==> src/rtl/apb_vgachargen_bridge.sv <==
// rtl/apb_vgachargen_bridge.sv - APB4 completer bridging to VGA char map, colour map and char tiff RAMs
//
// Optional feature macro: APB_VGACHARGEN_BRIDGE_SLVERR_EN
//   defined   : invalid addresses finish straight away with pslverr_o = 1 and no memory access
//   undefined : pslverr_o is tied 0; invalid writes strobe nothing, invalid reads return 0
//
// Ports
//   clk_i, rst_i                      single clock, synchronous active-high reset
//   psel_i, penable_i, pwrite_i,
//   paddr_i, pwdata_i, pstrb_i        APB4 request
//   pready_o, prdata_o, pslverr_o     APB4 response
//   mem_addr_o, mem_be_o, mem_wdata_o shared RAM address / byte enables / write data
//   char_map_we_o, col_map_we_o,
//   char_tiff_we_o                    per-region write strobes
//   char_map_rdata_i, col_map_rdata_i,
//   char_tiff_rdata_i                 synchronous RAM read data (one cycle after address)
//
// Address map: paddr_i[13:12] = 0 char map (600 words), 1 col map (600 words),
// 2 char tiff (1024 words), 3 invalid; word index = paddr_i[11:2].

module apb_vgachargen_bridge (
  input  logic        clk_i,
  input  logic        rst_i,
  input  logic        psel_i,
  input  logic        penable_i,
  input  logic        pwrite_i,
  input  logic [31:0] paddr_i,
  input  logic [31:0] pwdata_i,
  input  logic [3:0]  pstrb_i,
  output logic        pready_o,
  output logic [31:0] prdata_o,
  output logic        pslverr_o,
  output logic [9:0]  mem_addr_o,
  output logic [3:0]  mem_be_o,
  output logic [31:0] mem_wdata_o,
  output logic        char_map_we_o,
  output logic        col_map_we_o,
  output logic        char_tiff_we_o,
  input  logic [31:0] char_map_rdata_i,
  input  logic [31:0] col_map_rdata_i,
  input  logic [31:0] char_tiff_rdata_i
);

  typedef enum logic [2:0] {IDLE, WR, RD, CAP, DONE} state_t;

  localparam logic [9:0] MAP_WORDS = 10'd600;

  state_t      state, state_nxt;

  logic [1:0]  region_q;
  logic [9:0]  addr_q;
  logic [31:0] wdata_q;
  logic [3:0]  strb_q;
  logic        bad_q;

  logic [1:0]  req_region;
  logic [9:0]  req_index;
  logic        req_bad;
  logic        req_start;
  logic        wr_ok;

  // Address bits outside the decoded window carry no meaning for this block.
  logic        unused_paddr;
  assign unused_paddr = ^{paddr_i[31:14], paddr_i[1:0]};

  assign req_region = paddr_i[13:12];
  assign req_index  = paddr_i[11:2];
  assign req_bad    = (req_region == 2'd3) ||
                      ((req_region != 2'd2) && (req_index >= MAP_WORDS));
  assign req_start  = psel_i && penable_i;

  always_ff @(posedge clk_i) begin
    if (rst_i) begin
      state    <= IDLE;
      region_q <= 2'd0;
      addr_q   <= 10'd0;
      wdata_q  <= 32'd0;
      strb_q   <= 4'd0;
      bad_q    <= 1'b0;
      prdata_o <= 32'd0;
    end else begin
      state <= state_nxt;
      // The request is captured once; later changes on the bus cannot disturb it.
      if (state == IDLE && req_start) begin
        region_q <= req_region;
        addr_q   <= req_index;
        wdata_q  <= pwdata_i;
        strb_q   <= pstrb_i;
        bad_q    <= req_bad;
      end
      // RAM data for the address driven in RD is valid during CAP.
      if (state == CAP) begin
        if (bad_q) begin
          prdata_o <= 32'd0;
        end else begin
          case (region_q)
            2'd0:    prdata_o <= char_map_rdata_i;
            2'd1:    prdata_o <= col_map_rdata_i;
            2'd2:    prdata_o <= char_tiff_rdata_i;
            default: prdata_o <= 32'd0;
          endcase
        end
      end
    end
  end

  always_comb begin
    state_nxt = state;
    case (state)
      IDLE: begin
        if (req_start) begin
`ifdef APB_VGACHARGEN_BRIDGE_SLVERR_EN
          if (req_bad)       state_nxt = DONE;
          else if (pwrite_i) state_nxt = WR;
          else               state_nxt = RD;
`else
          if (pwrite_i) state_nxt = WR;
          else          state_nxt = RD;
`endif
        end
      end
      WR:      state_nxt = DONE;
      RD:      state_nxt = CAP;
      CAP:     state_nxt = DONE;
      DONE:    state_nxt = IDLE;
      default: state_nxt = IDLE;
    endcase
  end

  // A strobe fires only for a valid address with at least one byte enabled,
  // and only in WR, so at most one region is ever written per cycle.
  assign wr_ok          = (state == WR) && !bad_q && (strb_q != 4'd0);
  assign char_map_we_o  = wr_ok && (region_q == 2'd0);
  assign col_map_we_o   = wr_ok && (region_q == 2'd1);
  assign char_tiff_we_o = wr_ok && (region_q == 2'd2);

  assign mem_addr_o  = addr_q;
  assign mem_wdata_o = wdata_q;
  assign mem_be_o    = (state == WR) ? strb_q : 4'd0;
  assign pready_o    = (state == DONE);

`ifdef APB_VGACHARGEN_BRIDGE_SLVERR_EN
  assign pslverr_o = (state == DONE) && bad_q;
`else
  assign pslverr_o = 1'b0;
`endif

endmodule

==> config.mk <==
export PLATFORM = sky130hd
export DESIGN_NAME = apb_vgachargen_bridge
export DESIGN_NICKNAME = d
export VERILOG_FILES = /design/src/rtl/apb_vgachargen_bridge.sv
export SDC_FILE = /design/constraint.sdc
export NUM_CORES = 1
export LEC_CHECK = 0
export CAP_MARGIN = 20
export CORE_MARGIN = 4
export CORE_UTILIZATION = 33
export CTS_CLUSTER_SIZE = 12
export DETAILED_ROUTE_END_ITERATION = 8
export PLACE_DENSITY = 0.83
export SYNTH_ARGS = -nofsm -noshare
export SYNTH_HDL_FRONTEND = slang
export SYNTH_SLANG_ARGS = --single-unit
==> constraint.sdc <==
create_clock -name clk_i -period 1.8 [get_ports clk_i]
set_clock_uncertainty 0.2 [all_clocks]
set_input_delay 0.54 -clock clk_i [delete_from_list [all_inputs] [get_ports clk_i]]
set_output_delay 0.54 -clock clk_i [all_outputs]
set_load 0.01 [all_outputs]
# Word level (Yosys, flattened, before mapping)
# Cells that the tools add are included.
[classes]
n_lt_le_gt_ge = 1
n_eq_ne = 9
n_mux = 6
reduce_logical = 14
[op_table]
columns = ["op", "count"]
rows = [
  ["32-bit one-hot mux with 3 select lines", 1],
  ["32-bit 2-to-1 mux", 1],
  ["10-bit greater-or-equal comparator, second input constant", 1],
  ["3-bit one-hot mux with 3 select lines", 1],
  ["1-bit logical AND", 8],
  ["3-bit by 2-bit equality test with 1-bit output, second input constant", 2],
  ["2-bit equality test, second input constant", 2],
  ["4-bit 2-to-1 mux", 1],
  ["2-bit != test, second input constant", 2],
  ["4-bit nonzero test", 1],
  ["3-bit by 1-bit equality test with 1-bit output, second input constant", 1],
  ["3-bit equality test, second input constant", 1],
  ["3-bit zero test", 1],
  ["3-bit 2-to-1 mux", 1],
  ["2-bit by 1-bit equality test with 1-bit output, second input constant", 1],
  ["2-bit zero test", 1],
  ["2-bit 2-to-1 mux", 1],
  ["2-bit OR reduction", 1],
  ["1-bit zero test", 1],
  ["1-bit logical OR", 1],
]
[word_totals]
register_bits = 84
inputBits = 169
output_inout_bits = 83
wordCells = 37

# Logic depth before layout (Yosys ltp)
[logic_depth]
word_depth = 4
mapped_depth = 6
mapped_depth_nobuf = 3

# Worst setup path after synthesis
# Ideal clock, no wire load.
[synth_path]
path_type = "register to output"
startpoint = "register state[1]"
endpoint = "output char_tiff_we_o"
t_arrival_ns = 1.254
required_time_ns = 1.060
setup_slack_ns = -0.194
path_stages_with_launch = 4
path_buffers = 1
path_cell_list = "dfxtp_1 > buf_6 > or3b_1 > nor4b_1"
[synth_via]
elab_chain_len = 4
[synth_rtl]
columns = ["item", "line", "source"]
rows = [
  ["from (decl)", "48", "state_t state, state_nxt;"],
  ["from (signal assigned)", "82", "state <= state_nxt;"],
  ["3-bit by 1-bit equality test with 1-bit output", "132", "assign wr_ok = (state == WR) && !bad_q && (strb_q != 4'd0);"],
  ["1-bit logical AND (2 in series)", "132", ""],
  ["1-bit logical AND", "135", "assign char_tiff_we_o = wr_ok && (region_q == 2'd2);"],
  ["to (decl)", "38", "output logic char_tiff_we_o,"],
]
# Every way passes these cells.

# Worst setup path after layout
[layout_path]
startpoint = "register state[1]"
endpoint = "output char_map_we_o"
[layout_via]
elab_chain_len = 4
[layout_rtl]
columns = ["item", "line", "source"]
rows = [
  ["3-bit by 1-bit equality test with 1-bit output", "132", ""],
  ["1-bit logical AND (2 in series)", "132", ""],
  ["1-bit logical AND", "133", "assign char_map_we_o = wr_ok && (region_q == 2'd0);"],
  ["to (decl)", "36", "output logic char_map_we_o,"],
]
# Every way passes these cells.

==> results.md <==
| Quantity | Reported | Unit |
| --- | --- | --- |
| Run status | finished, violations left | - |
| Violations in the final reports | setup timing | - |
| Worst supply voltage drop on vdd | 0.495 | mV |
| Final Max Slew Viols | 0 | - |
| Kind of path behind the tightest hold check | flop to flop | - |
| Global-route wire length before repair | 20300 | um |
| Initial Utilization | 33.8 | % |
| Sequential element share of the synthesized area | 43.4 | % |
| Number of instances in the placed design | 789 | - |
| Final worst path period need | 2.28 | ns |
| Max Freq | 439 | MHz |
| Die width | 116 | um |
| Initial antenna violation count | 1 | - |
| Count of cell types in the netlist | 32 | - |
| Max Fanout on Critical Path | 2 | - |
| Overall global routing resource usage | 18.7 | % |
| Clock-pin slew on the worst setup and hold paths | 0.06 | ns |
| Pin count of the biggest net entering global routing | 53 | - |
| Flip-flop and latch count after synthesis | 84 | - |
| Final worst setup slack | -0.480 | ns |
| H-tree depth | 3 | - |
| Final Setup Violations | 8 | - |
| Residual DRC | 0 | - |
| CTS Buf Count | 9 | - |
| ANT nets after route | 0 | - |
| Number of max-cap violations | 0 | - |
| Buffer levels on the longest clock path | 2 | - |
| Clock sink count | 84 | - |
| Final weighted congestion of routability-driven global placement | 0.810 | - |
| Detailed Place HPWL | 9780 | um |
| Post-route total power | 4.73 | mW |
| Final hold vios | 0 | - |
| Number of optimization iterations in the first detailed-route pass | 4 | - |
| Total Die Area | 13500 | sq um |
| Commonest non-fill, non-tap cells in the layout | sky130_fd_sc_hd__clkdlybuf4s50_1 (145), sky130_fd_sc_hd__dfxtp_1 (81), sky130_fd_sc_hd__dlygate4sd2_1 (74) | - |
| Latest clock arrival within the worst-skew pair | 0.32 | ns |
| Iteration-0 DRC Markers | 194 | - |
| Number of flops mapped to enable cells by yosys | 0 | - |
| Total power density per cell area | 676 | nW/um^2 |
| Worst hold slack across all endpoints | 0.269 | ns |
| Boundary Pins | 252 | - |
| Crit. End Element | output port | - |
| Number of core rows | 39 | - |
| Post-synth top flop | sky130_fd_sc_hd__dfxtp_1 | - |
| NumNets Final | 836 | - |
| Post-synthesis net count | 608 | - |
| Average detailed-routed wire length per instance | 17.8 | um |
| Arrival time of the worst setup path | 1.54 | ns |
| Cell count after synthesis | 439 | - |
| Setup TNS | -3.00 | ns |
| Post-Synthesis Cell Area | 3870 | sq um |
| Most frequent standard cell in the layout excluding fill and tap cells | sky130_fd_sc_hd__clkdlybuf4s50_1 | - |
| Crit start category | flop | - |
| Type of the setup path with the least slack | flop to output port | - |
| TritonCTS clock tree | done | - |
| Total non-filler cell area in the finished layout | 6990 | sq um |
| Ratio of routed vias to standard cells | 5.25 | - |
| Area growth from synthesis to layout | 80.6 | % |
| Total congestion overflow | 0 | - |
| Yosys synthesis warning count | 0 | - |
| Number of I/O port buffers | 230 | - |
| Root Buffer Master | sky130_fd_sc_hd__clkbuf_16 | - |
| RSZ-0062 raised after global routing | yes | - |
| Async SR Flop Fraction | 0 | % |
| Routed vias | 4274 | - |
| Req. time, crit path | 1.06 | ns |
| Core outline area | 11500 | sq um |
| Routed wire length | 14500 | um |
| Proportion of layout cells with a drive suffix above 1 | 14.0 | % |
| DIE HEIGHT | 116 | um |
| Leakage | 2.85 | nW |
| Fraction of the cycle the final worst path needs | 127 | % |
| Worst-case setup slack after placement | -0.661 | ns |
| Mapped Avg Cell Area | 8.82 | sq um |
| Final Instance Count excl. Fillers | 814 | - |
| Area of placed instances | 6370 | sq um |
| ANT cells | 0 | - |
| Post-layout utilization of the core | 61.0 | % |
| Vias in the first global route | 4198 | - |
-- layer usage --
layer	share of wire, %	wire (um)	up-vias	GRT usage [%]
met1	38	5510	2012	20.2
met5	0.090	13	-	0
met2	50	7290	171	34.0
met4	1.2	172	2	6.26
li1	-	-	2071	-
met3	10	1510	18	6.53
-- cells by family (layout without fill, tap and decap cells) --
group	Yosys count	after routing	synth area share [%]
other	1	1	0.0969
AND/OR/NAND/NOR	70	70	10.1
buffers and inverters	84	316	9.66
flip-flops	84	84	43.4
multiplexers	32	32	8.27
AO/OA/AOI/OAI	168	168	28.4
-- registers in the layout, summed over array words and instances (netlist names) --
| register | count |
|---|---|
| prdata_o | 32 |
| region_q | 2 |
| state | 3 |
| mem_wdata_o | 32 |
| strb_q | 4 |
| mem_addr_o | 10 |
| bad_q | 1 |
-- worst paths after layout --
kind / start / endpoint / slack [ns] / depth (start not counted)
worst max-delay path: state[1] / char_map_we_o / -0.48 / 4
worst min-delay path: prdata_o[12] / prdata_o[12] / 0.27 / 2
worst max register to register: state[1] / prdata_o[26] / 0.05 / 7
worst min register to register: prdata_o[12] / prdata_o[12] / 0.27 / 2
-- synth_stat cells (2+ instances only) --
library cell	number	area, sq um
sky130_fd_sc_hd__dfxtp_1	84	1680
sky130_fd_sc_hd__a21oi_1	49	245
sky130_fd_sc_hd__nand3_1	49	245
sky130_fd_sc_hd__o21ai_0	46	230
sky130_fd_sc_hd__inv_1	33	124
sky130_fd_sc_hd__a2bb2oi_1	32	280
sky130_fd_sc_hd__mux2i_1	32	320
sky130_fd_sc_hd__o32ai_1	32	280
sky130_fd_sc_hd__clkbuf_1	25	93.8
sky130_fd_sc_hd__buf_2	17	85.1
sky130_fd_sc_hd__buf_4	6	45.0
sky130_fd_sc_hd__and2_1	5	31.3
sky130_fd_sc_hd__a211oi_1	4	30.0
sky130_fd_sc_hd__nor4_1	3	18.8
sky130_fd_sc_hd__buf_6	2	22.5
sky130_fd_sc_hd__nor2_1	2	7.51
sky130_fd_sc_hd__nor2b_1	2	12.5
sky130_fd_sc_hd__o21ai_1	2	10.0
-- critical path: stages (launching register included) --
cell                      delay (ns)
sky130_fd_sc_hd__dfxtp_4        0.34
sky130_fd_sc_hd__or3b_4         0.41
sky130_fd_sc_hd__nor4_4         0.15
sky130_fd_sc_hd__nor2b_2        0.18
sky130_fd_sc_hd__buf_2          0.13
-- repair_timing --
action                                  4_1_cts  5_1_grt
hold buffers                                  0        0
endpoints found under the setup margin      119       71
hold endpoints to repair                      0        0
pin swaps                                     8        9
cloned                                        3        4
setup buffers                                 3        1
resized for setup                           126       42
-- power breakdown --
group / switching [mW] / internal (mW) / total [mW]
clock: 0.681 / 1.10 / 1.79
combinational: 0.395 / 0.589 / 0.984
sequential: 0.0327 / 1.92 / 1.96
-- layout make-up --
cell class                      count  area [sq um]
Tap cell                          143           179
Sequential cell                    84          1690
Timing Repair Buffer              267          2690
Clock inverter                      2          35.0
Clock buffer                       13           250
Inverter                           34           128
Fill cell                         978          4480
Multi-Input combinational cell    271          2030
Note: power is estimated with default switching activity, not from simulation.
==> edit (same flow settings) <==
Make the reset (`rst_i`) asynchronous in one clocked block. Comments in the files are not updated.
--- a/src/rtl/apb_vgachargen_bridge.sv
+++ b/src/rtl/apb_vgachargen_bridge.sv
@@ -69,7 +69,7 @@
                       ((req_region != 2'd2) && (req_index >= MAP_WORDS));
   assign req_start  = psel_i && penable_i;
 
-  always_ff @(posedge clk_i) begin
+  always_ff @(posedge clk_i or posedge rst_i) begin
     if (rst_i) begin
       state    <= IDLE;
       region_q <= 2'd0;
Behaviour: differs if rst_i is asserted again (counterexample within 4 cycles, from zero or initial values and one cycle with rst_i high); with rst_i held inactive, the same outputs for 10 cycles.
==> edit against the unedited design <==
The flow still finishes with violations (negative setup slack). Design area is 5.2% higher. Synthesized area increased by 0.65%. Sequential cell count unchanged. Cell count is 14% lower. Die area grew 0.60%. Wire length down 2.9%. Maximum frequency shrank 2.6%. Hold slack improved by 0.033 ns. Worst setup slack lost 0.061 ns. Critical path depth unchanged. Critical path type unchanged. Highest routed layer is now met4.
Power is not compared: it rests on default switching activity, and its combinational part moved more than twofold at a synthesized area within 25%.
==> edit: results (changes against the unedited design) <==
- Status: complete, but fails checks
- Failing checks: negative setup slack
- Dominant synthesized flop cell: dfrtp_1
- Unique masters post-synth: 31 (-3.1%)
- CP delay by family, top: simple AND/OR/NAND/NOR gates
- Fill count: 882 (-9.8%)
- CTS root buf: clkbuf_16
- Max VDD drop: 877.4 uV
- Post-CTS Hold Buffers: 0 (unchanged)
- Final WL: 14070 um (-2.9%)
- Share of cells above drive strength 1: 0.2567 (+0.1166)
- Fin worst setup slack: -0.5415 ns (-0.06104 ns)
- 1st-iter DRT viols: 149 (-23%)
- Clk slew on worst S/H paths: 0.06 ns (about the same)
- Largest net degree at the start of global routing: 45 (-15%)
- Slowest CP cell: or3b_4
- P_leak: 3.433 nW
- Syn nets: 454 (-25%)
- Top cells by area, synth: dfrtp_1 54%, mux2_2 11%, mux2i_1 8.2%
- GR Util All Layers: 0.2014 (+0.01414)
- Crit Path Max Fanout: 2 (unchanged)
- Vias/cell: 5.124 (-2.4%)
- Mapped Cells: 285 (-35%)
- Worst-skew pair later-pin latency: 0.33 ns
- Top post-synthesis cells by count: 84 x dfrtp_1, 39 x mux2_2, 32 x a22o_1, 32 x mux2i_1, 32 x o2bb2ai_1
- GP Congestion: 0.7919 (-2.3%)
- Endpoints failing setup: 67 (+59)
- Ys async rst share: 1.000 (+1.000)
- First-pass GRT wire length: 21000 um (+3.5%)
- Layout net count: 721 (-14%)
- Vias in the first global route: 4058 (-3.3%)
- Finished Layout Cells: 700 (-14%)
- ANT cells: 0 (unchanged)
- Register area share after synthesis: 0.5395 (+0.1051)
- H-Tree Depth: 3 (unchanged)
- P_sw: 0.003646 W
- DR DRC count: 0 (unchanged)
- Initial antenna violation count: 0 (-1)
- Drt pass-1 iters: 4 (unchanged)
- Detailed placer's ending HPWL: 9539 um (-2.5%)
- Placed instance count: 659 (-16%)
- Slowest stage delay, CP: 0.43 ns (+0.02 ns)
## edit: cell types whose count changed in the layout (fill, tap and decap cells not counted), moves of 32 or more
cell and change:
o2bb2ai_1 +32, a21oi_1 -47, a2bb2oi_1 -32, dfxtp_1 -81
nand3_1 -48, a22o_1 +32, dfrtp_1 +82, mux2_4 +48
o21ai_0 -42, inv_1 -32
## edit: through the flow
step                      setup slack (ns)  hold slack (ns)  instance area, um2  TNS (ns)  utilization
final                              -0.5415           0.3018                7357    -10.53       0.6416
after global routing               -0.6458           0.3070                7357    -16.12       0.6416
after CTS                          -0.5657           0.3030                7398    -13.46       0.6452
after detailed placement           -0.7454           0.2783                6510    -35.65       0.5677
after global placement             -0.7407           0.2716                6510    -30.86       0.5677
after floorplan                    -0.2345           0.2727                3936   -0.5828            -
## edit: kinds of logic after synthesis
| logic type | share of synthesized area |
|---|---|
| AOI/OAI and AO/OA | 0.1606 |
| and+or+nand+nor | 0.03725 |
| buffers and inverters | 0.04078 |
| other | 0.0009625 |
| muxes | 0.2209 |
| DFF | 0.5395 |
## edit: final timing paths
check	startpoint	endpoint	slack (ns)	cells past startpoint
setup / recovery	state[1]$_DFFE_PP0P_	char_map_we_o	-0.54	4
hold / removal	prdata_o[9]$_DFFE_PP0N_	prdata_o[9]$_DFFE_PP0N_	0.30	1
setup reg to reg	state[2]$_DFFE_PP0P_	mem_wdata_o[4]$_DFFE_PP0P_	-0.19	7
hold reg to reg	prdata_o[9]$_DFFE_PP0N_	prdata_o[9]$_DFFE_PP0N_	0.30	1
max in group asynchronous	rst_i	region_q[1]$_DFFE_PP0P_	0.70	3
min in group asynchronous	rst_i	mem_addr_o[8]$_DFFE_PP0P_	0.46	3
## edit: final cells by class
type / count / area, um2 / share of cell area
timing repair buffer: 281 / 2823 / 0.3837
multi-input combinational: 173 / 1913 / 0.2600
inverter: 3 / 15.01 / 0.002041
clock buffer: 13 / 280.3 / 0.03810
tap: 143 / 178.9 / 0.02432
clock inverter: 3 / 42.54 / 0.005782
sequential: 84 / 2105 / 0.2861
## edit: timing repair
action / 4_1_cts / 5_1_grt
gates resized for setup: 187 / 24
pin swaps: 7 / 8
gates cloned: 9 / 1
endpoints found under the setup margin: 160 / 90
setup buffers: 17 / 7
## edit: power groups by stage
stage	sequential [W]	combinational [W]	clock [W]
5_1_grt	0.00351	0.00598	0.00207
4_1_cts	0.00338	0.00567	0.00198
3_5_place_dp	0.00340	0.00536	0
6_report	0.00339	0.00561	0.00193
2_1_floorplan	0.00377	0.00212	0
3_3_place_gp	0.00333	0.00522	0
## edit: layer usage
layer  vias to the layer above  part of all wire  global-route usage
met5                         -                 0                   0
met4                         0             0.019             0.06498
met3                        22              0.11             0.08290
met2                       187              0.51              0.3654
met1                      1756              0.36              0.2117
li1                       1622                 -                   -
